File: src/rtl/bool_lut_pkg.sv
// Shared types and constants for the programmable truth-table evaluator.
package bool_lut_pkg;

  typedef enum logic {
    ST_RUN  = 1'b0,
    ST_LOAD = 1'b1
  } cfg_state_e;

  localparam int unsigned DEFAULT_N_IN  = 4;
  localparam logic [15:0] DEFAULT_TABLE = 16'h0675;

  function automatic int unsigned tbl_width(input int unsigned n);
    return 32'd1 << n;
  endfunction

endpackage

File: src/rtl/bool_lut_eval_if.sv
// Evaluation and serial-configuration signals of bool_lut_eval.
interface bool_lut_eval_if
  import bool_lut_pkg::*;
#(
  parameter int unsigned N_IN = DEFAULT_N_IN
);

  logic            in_valid;
  logic [N_IN-1:0] X;
  logic            S;
  logic            out_valid;
  logic            cfg_start;
  logic            cfg_valid;
  logic            cfg_bit;
  logic            cfg_abort;
  logic            cfg_busy;
  logic            cfg_done;

  modport master (
    output in_valid, X, cfg_start, cfg_valid, cfg_bit, cfg_abort,
    input  S, out_valid, cfg_busy, cfg_done
  );

  modport slave (
    input  in_valid, X, cfg_start, cfg_valid, cfg_bit, cfg_abort,
    output S, out_valid, cfg_busy, cfg_done
  );

endinterface

File: src/rtl/bool_lut_eval_cfg_loader.sv
// Serial loader: shadow table, bit counter and RUN/LOAD control.
// commit_o marks the edge that samples the final bit; shadow_o then includes it.
module lut_cfg_loader
  import bool_lut_pkg::*;
#(
  parameter int unsigned N_IN = DEFAULT_N_IN
) (
  input  logic                       clk,
  input  logic                       rst,
  input  logic                       cfg_start_i,
  input  logic                       cfg_valid_i,
  input  logic                       cfg_bit_i,
  input  logic                       cfg_abort_i,
  output logic                       cfg_busy_o,
  output logic                       cfg_done_o,
  output logic                       commit_o,
  output logic [tbl_width(N_IN)-1:0] shadow_o
);

  localparam int unsigned     TW       = tbl_width(N_IN);
  localparam logic [N_IN-1:0] CNT_LAST = '1;

  cfg_state_e      state_q, state_d;
  logic [N_IN-1:0] cnt_q, cnt_d;
  logic [TW-1:0]   shadow_q, shadow_d;
  logic            done_q, done_d;
  logic            commit;

  always_ff @(posedge clk) begin
    if (rst) begin
      state_q  <= ST_RUN;
      cnt_q    <= '0;
      shadow_q <= '0;
      done_q   <= 1'b0;
    end else begin
      state_q  <= state_d;
      cnt_q    <= cnt_d;
      shadow_q <= shadow_d;
      done_q   <= done_d;
    end
  end

  // Abort outranks restart, restart outranks a data bit in the same cycle.
  always_comb begin
    state_d  = state_q;
    cnt_d    = cnt_q;
    shadow_d = shadow_q;
    commit   = 1'b0;
    case (state_q)
      ST_RUN: begin
        if (cfg_start_i) begin
          state_d  = ST_LOAD;
          cnt_d    = '0;
          shadow_d = '0;
        end
      end
      ST_LOAD: begin
        if (cfg_abort_i) begin
          state_d  = ST_RUN;
          cnt_d    = '0;
          shadow_d = '0;
        end else if (cfg_start_i) begin
          cnt_d    = '0;
          shadow_d = '0;
        end else if (cfg_valid_i) begin
          shadow_d[cnt_q] = cfg_bit_i;
          cnt_d           = cnt_q + 1'b1;
          if (cnt_q == CNT_LAST) begin
            commit  = 1'b1;
            state_d = ST_RUN;
          end
        end
      end
      default: state_d = ST_RUN;
    endcase
    done_d = commit;
  end

  always_comb begin
    cfg_busy_o = (state_q == ST_LOAD);
    cfg_done_o = done_q;
    commit_o   = commit;
    shadow_o   = shadow_d;
  end

endmodule

File: src/rtl/bool_lut_eval.sv
// Registered evaluator of an N_IN-input Boolean function held as a truth table,
// reloadable at run time through a serial port with atomic commit.
module bool_lut_eval
  import bool_lut_pkg::*;
#(
  parameter int unsigned                N_IN = DEFAULT_N_IN,
  parameter logic [tbl_width(N_IN)-1:0] INIT = DEFAULT_TABLE
) (
  input logic            clk,
  input logic            rst,
  bool_lut_eval_if.slave bus
);

  localparam int unsigned TW = tbl_width(N_IN);

  logic [TW-1:0] tbl_q, tbl_d;
  logic          s_q, s_d;
  logic          vld_q, vld_d;
  logic          commit;
  logic [TW-1:0] shadow;
  logic          busy;
  logic          done;

  lut_cfg_loader #(
    .N_IN (N_IN)
  ) u_loader (
    .clk         (clk),
    .rst         (rst),
    .cfg_start_i (bus.cfg_start),
    .cfg_valid_i (bus.cfg_valid),
    .cfg_bit_i   (bus.cfg_bit),
    .cfg_abort_i (bus.cfg_abort),
    .cfg_busy_o  (busy),
    .cfg_done_o  (done),
    .commit_o    (commit),
    .shadow_o    (shadow)
  );

  // Lookup reads tbl_q, so a word sampled on the commit edge still sees the old table.
  always_comb begin
    tbl_d = commit ? shadow : tbl_q;
    s_d   = bus.in_valid ? tbl_q[bus.X] : s_q;
    vld_d = bus.in_valid;
  end

  always_ff @(posedge clk) begin
    if (rst) begin
      tbl_q <= INIT;
      s_q   <= 1'b0;
      vld_q <= 1'b0;
    end else begin
      tbl_q <= tbl_d;
      s_q   <= s_d;
      vld_q <= vld_d;
    end
  end

  assign bus.S         = s_q;
  assign bus.out_valid = vld_q;
  assign bus.cfg_busy  = busy;
  assign bus.cfg_done  = done;

endmodule
File: src/flat_wrapper.sv
// flat-port wrapper written by rule: the top's interface ports become plain ports
module bool_lut_eval_flat import bool_lut_pkg::*;
#(
  parameter int unsigned                N_IN = DEFAULT_N_IN,
  parameter logic [tbl_width(N_IN)-1:0] INIT = DEFAULT_TABLE
)
  (clk, rst, bus_in_valid, bus_X, bus_cfg_start, bus_cfg_valid, bus_cfg_bit, bus_cfg_abort, bus_S, bus_out_valid, bus_cfg_busy, bus_cfg_done);
  bool_lut_eval_if #(.N_IN(N_IN)) bus_i ();
  input logic clk;
  input logic rst;
  input wire logic [$bits(bus_i.in_valid)-1:0] bus_in_valid;
  input wire logic [$bits(bus_i.X)-1:0] bus_X;
  input wire logic [$bits(bus_i.cfg_start)-1:0] bus_cfg_start;
  input wire logic [$bits(bus_i.cfg_valid)-1:0] bus_cfg_valid;
  input wire logic [$bits(bus_i.cfg_bit)-1:0] bus_cfg_bit;
  input wire logic [$bits(bus_i.cfg_abort)-1:0] bus_cfg_abort;
  output wire logic [$bits(bus_i.S)-1:0] bus_S;
  output wire logic [$bits(bus_i.out_valid)-1:0] bus_out_valid;
  output wire logic [$bits(bus_i.cfg_busy)-1:0] bus_cfg_busy;
  output wire logic [$bits(bus_i.cfg_done)-1:0] bus_cfg_done;
  assign bus_i.in_valid = bus_in_valid;
  assign bus_i.X = bus_X;
  assign bus_i.cfg_start = bus_cfg_start;
  assign bus_i.cfg_valid = bus_cfg_valid;
  assign bus_i.cfg_bit = bus_cfg_bit;
  assign bus_i.cfg_abort = bus_cfg_abort;
  assign bus_S = bus_i.S;
  assign bus_out_valid = bus_i.out_valid;
  assign bus_cfg_busy = bus_i.cfg_busy;
  assign bus_cfg_done = bus_i.cfg_done;
  bool_lut_eval #(.N_IN(N_IN), .INIT(INIT)) u_core (.clk(clk), .rst(rst), .bus(bus_i));
endmodule
File: config.mk
export PLATFORM = sky130hd
export DESIGN_NAME = bool_lut_eval_flat
export DESIGN_NICKNAME = d
export VERILOG_FILES = /design/src/rtl/bool_lut_pkg.sv /design/src/rtl/bool_lut_eval_if.sv /design/src/rtl/bool_lut_eval_cfg_loader.sv /design/src/rtl/bool_lut_eval.sv /design/src/flat_wrapper.sv
export SDC_FILE = /design/constraint.sdc
export NUM_CORES = 1
export LEC_CHECK = 0
export CORE_ASPECT_RATIO = 1.2
export CORE_MARGIN = 1
export CORE_UTILIZATION = 35
export DETAILED_ROUTE_END_ITERATION = 7
export SLEW_MARGIN = 20
export SYNTH_ARGS = -nofsm -noshare
export SYNTH_HDL_FRONTEND = slang
export SYNTH_SLANG_ARGS = --single-unit
File: constraint.sdc
create_clock -name clk -period 2 [get_ports clk]
set_input_delay 0.5 -clock clk [delete_from_list [all_inputs] [get_ports clk]]
set_output_delay 0.5 -clock clk [all_outputs]
set_load 0.03 [all_outputs]
==> flow_summary.yaml <==
timing:
  setup_violations: 0
  slew_viol_final: 0
  final.hold.worst_slack_ns: 0.460
  finalHoldViolCount: 0
  fin_setup_tns_ns: 0
  fin_worst_skew_ns: 0.00627
  final.min_clock_period_ns: 1.97
  post-route-period-util: 0.987
  max_freq_mhz: 506
  worst_slew_pin_slew_ns: 0.631
  worst_slew_slack_as_a_fraction_of_its_limit: 0.578
routing:
  detail_route.first_pass.iterations: 6
  wl_per_cell_um: 15.6
  routed_wl_um: 4930
  ant_nets: 0
  drc: 2
  total_number_of_vias: 1737
  drtIter0Drc: 162
  vias_per_cell: 5.50
critical_path:
  setup.worst_path.end_class: "flip-flop"
  critical_path.max_fanout: 7
  cp-startpoint: "bus_cfg_start"
  setup.worst_path.class: "in2reg"
  worst-r2r-cell-count: 8
  timing.critical_path.slowest_stage_cell: "sky130_fd_sc_hd__a2111oi_0"
  critical_path_required_ns: 2.19
  timing.critical_path.cells: "clkdlybuf4s50_1 -> buf_4 -> or2_2 -> a2111oi_0 -> buf_4 -> o21bai_1"
  crit-reg2reg-launch: "u_core.u_loader.cnt_q[0]"
  worstPathArrival_ns: 2.16
  endpoint: "u_core.tbl_q[5]"
  cp-start-kind: "input pin"
  timing.critical_path.mode_cell: "sky130_fd_sc_hd__buf_4"
  r2r_setup_slk_ns: 0.17
  critical_path.max_stage_delay_ns: 0.44
  reg2reg_to: "u_core.tbl_q[3]"
synth:
  yosys.area_share.adder: 0.0253
  synth_warnings: 0
  synth_cell_types: 41
  synth.net_count: 235
  synth_top_flop_cell: "sky130_fd_sc_hd__dfxtp_1"
  yosys.area_share.simple: 0.210
  yosysTopAreaCellShare: 0.395
  synth_top_cells_by_count: "sky130_fd_sc_hd__dfxtp_1 (39), sky130_fd_sc_hd__nor2_1 (33), sky130_fd_sc_hd__a21oi_1 (19)"
  synth_area_leader_cell: "sky130_fd_sc_hd__dfxtp_1"
  mappedNetlistArea_sq_mm: 0.00198
  synth-xor-area-share: 0.00887
  synth_cells: 220
  synth-edff-count: 0
  post_synth.cell_area_avg_sq_um: 8.98
  synth_top_area_cells: "sky130_fd_sc_hd__dfxtp_1 (40%), sky130_fd_sc_hd__nor2_1 (6.3%), sky130_fd_sc_hd__a211oi_2 (5.1%)"
  yosysSeqAreaShare: 0.395
  synth_most_common_cell: "sky130_fd_sc_hd__dfxtp_1"
  postSynthRegisterBits: 39
  synth.area.mux_share: 0.0431
  synth-compound-area-share: 0.258
  synth_top_family_by_area: "compound AO/OA/AOI/OAI gates"
  ys_async_sr_fraction: 0
power_and_ir_drop:
  leakage_nw: 0.955
  power_per_cell_area_mw_per_mm2: 592
  comb_power_share: 0.101
  swShare: 0.255
  net-switching-power_mw: 0.374
  power.sequential.fraction: 0.535
  cell_internal_pwr_mw: 1.09
  total_power_mw: 1.47
  max-vdd-ir-drop_v: 0.000338
  pwr-share-clk: 0.364
min_path:
  min-delay-start: "u_core.bus.S"
  worst_hold_path_type: "reg2reg"
clock_tree:
  clk_pin_slew_ns: 0.08
  cts_tree: "done"
  cts-buffers-inserted: 5
  hold_buffers: 0
  worst_skew_late_latency_ns: 0.30
  cts.sink_count: 39
  cts.root.buffer_cell: "sky130_fd_sc_hd__clkbuf_8"
  cts.htree.levels: 2
  clock_path_buffers: 2
die:
  die_width_um: 70.6
  initial_standard_cell_utilization_of_the_core: 0.368
  fp.dieArea_sq_mm: 0.00595
  floorplan.core_area_sq_mm: 0.00537
  boundaryPins: 15
  row_count: 29
  die-height_um: 84.3
global_route:
  grt_first_pass_wirelength_um: 7940
  grt_use_total: 0.171
  grt_pass1_vias: 1621
  antenna_found_initial: 0
  grt_start_max_net_pins: 39
  globalRoute.totalOverflow: 0
final_layout:
  n_antenna_cell: 0
  finalNetCount: 268
  drive_gt1_frac: 0.220
  layout-area-overhead-vs-synth_pct: 25.5
placed_design:
  place.detailed.hpwl_um: 3390
  final_weighted_congestion_of_routability_driven_global_placement: 0.788
  buffers_added_on_ports: 14
run:
  number_of_violations_of_the_max_capacitance_limit: 0
run_status:
  status: "complete, but fails checks"
  violations_in_the_final_reports: "DRC"
==> how the worst min path moves through the flow <==
stage / to / slack, ns / depth (start not counted)
after floorplan: u_core.tbl_q[15] / 0.43 / 2
after global placement: u_core.bus.S / 0.44 / 2
after detailed placement: u_core.bus.S / 0.44 / 2
after CTS: u_core.bus.S / 0.46 / 2
after global routing: u_core.bus.S / 0.50 / 2
final: u_core.bus.S / 0.46 / 2
==> placed cells by master, fill, tap and decap left out, types with 3 or more instances in the layout <==
cell type,Yosys,final
sky130_fd_sc_hd__a2111oi_0,7,3
sky130_fd_sc_hd__a2111oi_1,0,3
sky130_fd_sc_hd__a211oi_2,8,8
sky130_fd_sc_hd__a21oi_1,19,19
sky130_fd_sc_hd__a22oi_1,7,7
sky130_fd_sc_hd__and4_1,3,3
sky130_fd_sc_hd__and4b_1,3,3
sky130_fd_sc_hd__buf_12,0,3
sky130_fd_sc_hd__buf_4,1,26
sky130_fd_sc_hd__clkbuf_8,0,5
sky130_fd_sc_hd__clkdlybuf4s50_1,0,11
sky130_fd_sc_hd__dfxtp_1,39,39
sky130_fd_sc_hd__dlymetal6s2s_1,0,3
sky130_fd_sc_hd__ha_1,4,4
sky130_fd_sc_hd__inv_1,5,5
sky130_fd_sc_hd__mux2i_1,4,4
sky130_fd_sc_hd__nand2_1,11,11
sky130_fd_sc_hd__nor2_1,33,33
sky130_fd_sc_hd__nor2b_1,6,6
sky130_fd_sc_hd__nor4bb_1,3,3
sky130_fd_sc_hd__o21ai_0,9,9
sky130_fd_sc_hd__o21ai_1,7,7
sky130_fd_sc_hd__o21bai_1,7,7
==> power by group through the flow <==
stage                     registers [mW]  logic, mW  clock network (mW)
final                              0.785      0.149               0.533
after global routing               0.786      0.161               0.581
after floorplan                    0.811     0.0700                   0
after detailed placement           0.803      0.147                   0
after CTS                          0.785      0.148               0.547
after global placement             0.803      0.149                   0
==> flip-flops by register name, indices dropped and copies added (netlist names) <==
name	flops
u_core.u_loader.cfg_busy_o	1
u_core.tbl_q	16
u_core.bus.S	1
u_core.bus.out_valid	1
u_core.u_loader.shadow_q	15
u_core.u_loader.cnt_q	4
u_core.u_loader.cfg_done_o	1
==> stage by stage <==
step,area [sq um],instances,worst slack (ns),utilization
floorplan,1980,220,0.290,-
finish,2480,316,0.0253,0.462
global placement,2340,306,-0.338,0.436
global route,2480,316,-0.00964,0.462
CTS,2430,314,0.0161,0.452
detailed placement,2340,306,-0.347,0.436
==> area by class of cell <==
| class | count | area [sq um] |
|---|---|---|
| Timing Repair Buffer | 44 | 428 |
| Inverter | 5 | 18.8 |
| Multi-Input combinational cell | 158 | 1090 |
| Clock buffer | 6 | 72.6 |
| Tap cell | 62 | 77.6 |
| Sequential cell | 39 | 781 |
| Clock inverter | 2 | 12.5 |
| Fill cell | 537 | 2890 |
==> worst max-delay path, delay by kind of cell <==
family          cells  cell delay (ns)
compound gates      2             0.50
buf+inv             3             0.78
simple gates        1             0.37
==> what timing repair did <==
action | in CTS | in global routing
pin swaps | 0 | 2
gates cloned | 0 | 1
endpoints found under the setup margin | 1 | 10
gates resized for setup | 1 | 8
setup buffers | 0 | 1
hold endpoints to repair | 0 | 0
==> routing by layer <==
| metal | up-vias | part of all wire | GRT usage |
|---|---|---|---|
| met5 | - | 0 | 0 |
| met2 | 24 | 0.50 | 0.285 |
| li1 | 869 | - | - |
| met4 | 0 | 0.023 | 0.0600 |
| met1 | 835 | 0.44 | 0.223 |
| met3 | 9 | 0.034 | 0.0324 |
==> cell families (layout without fill, tap and decap cells) <==
family / Yosys count / count (layout)
buffers and inverters: 23 / 57
xor gates and xnor gates: 2 / 2
muxes: 6 / 6
and+or+nand+nor: 74 / 74
adders and majority gates: 4 / 4
AOI/OAI and AO/OA: 72 / 72
DFF: 39 / 39
(Power assumes the default switching activity.)
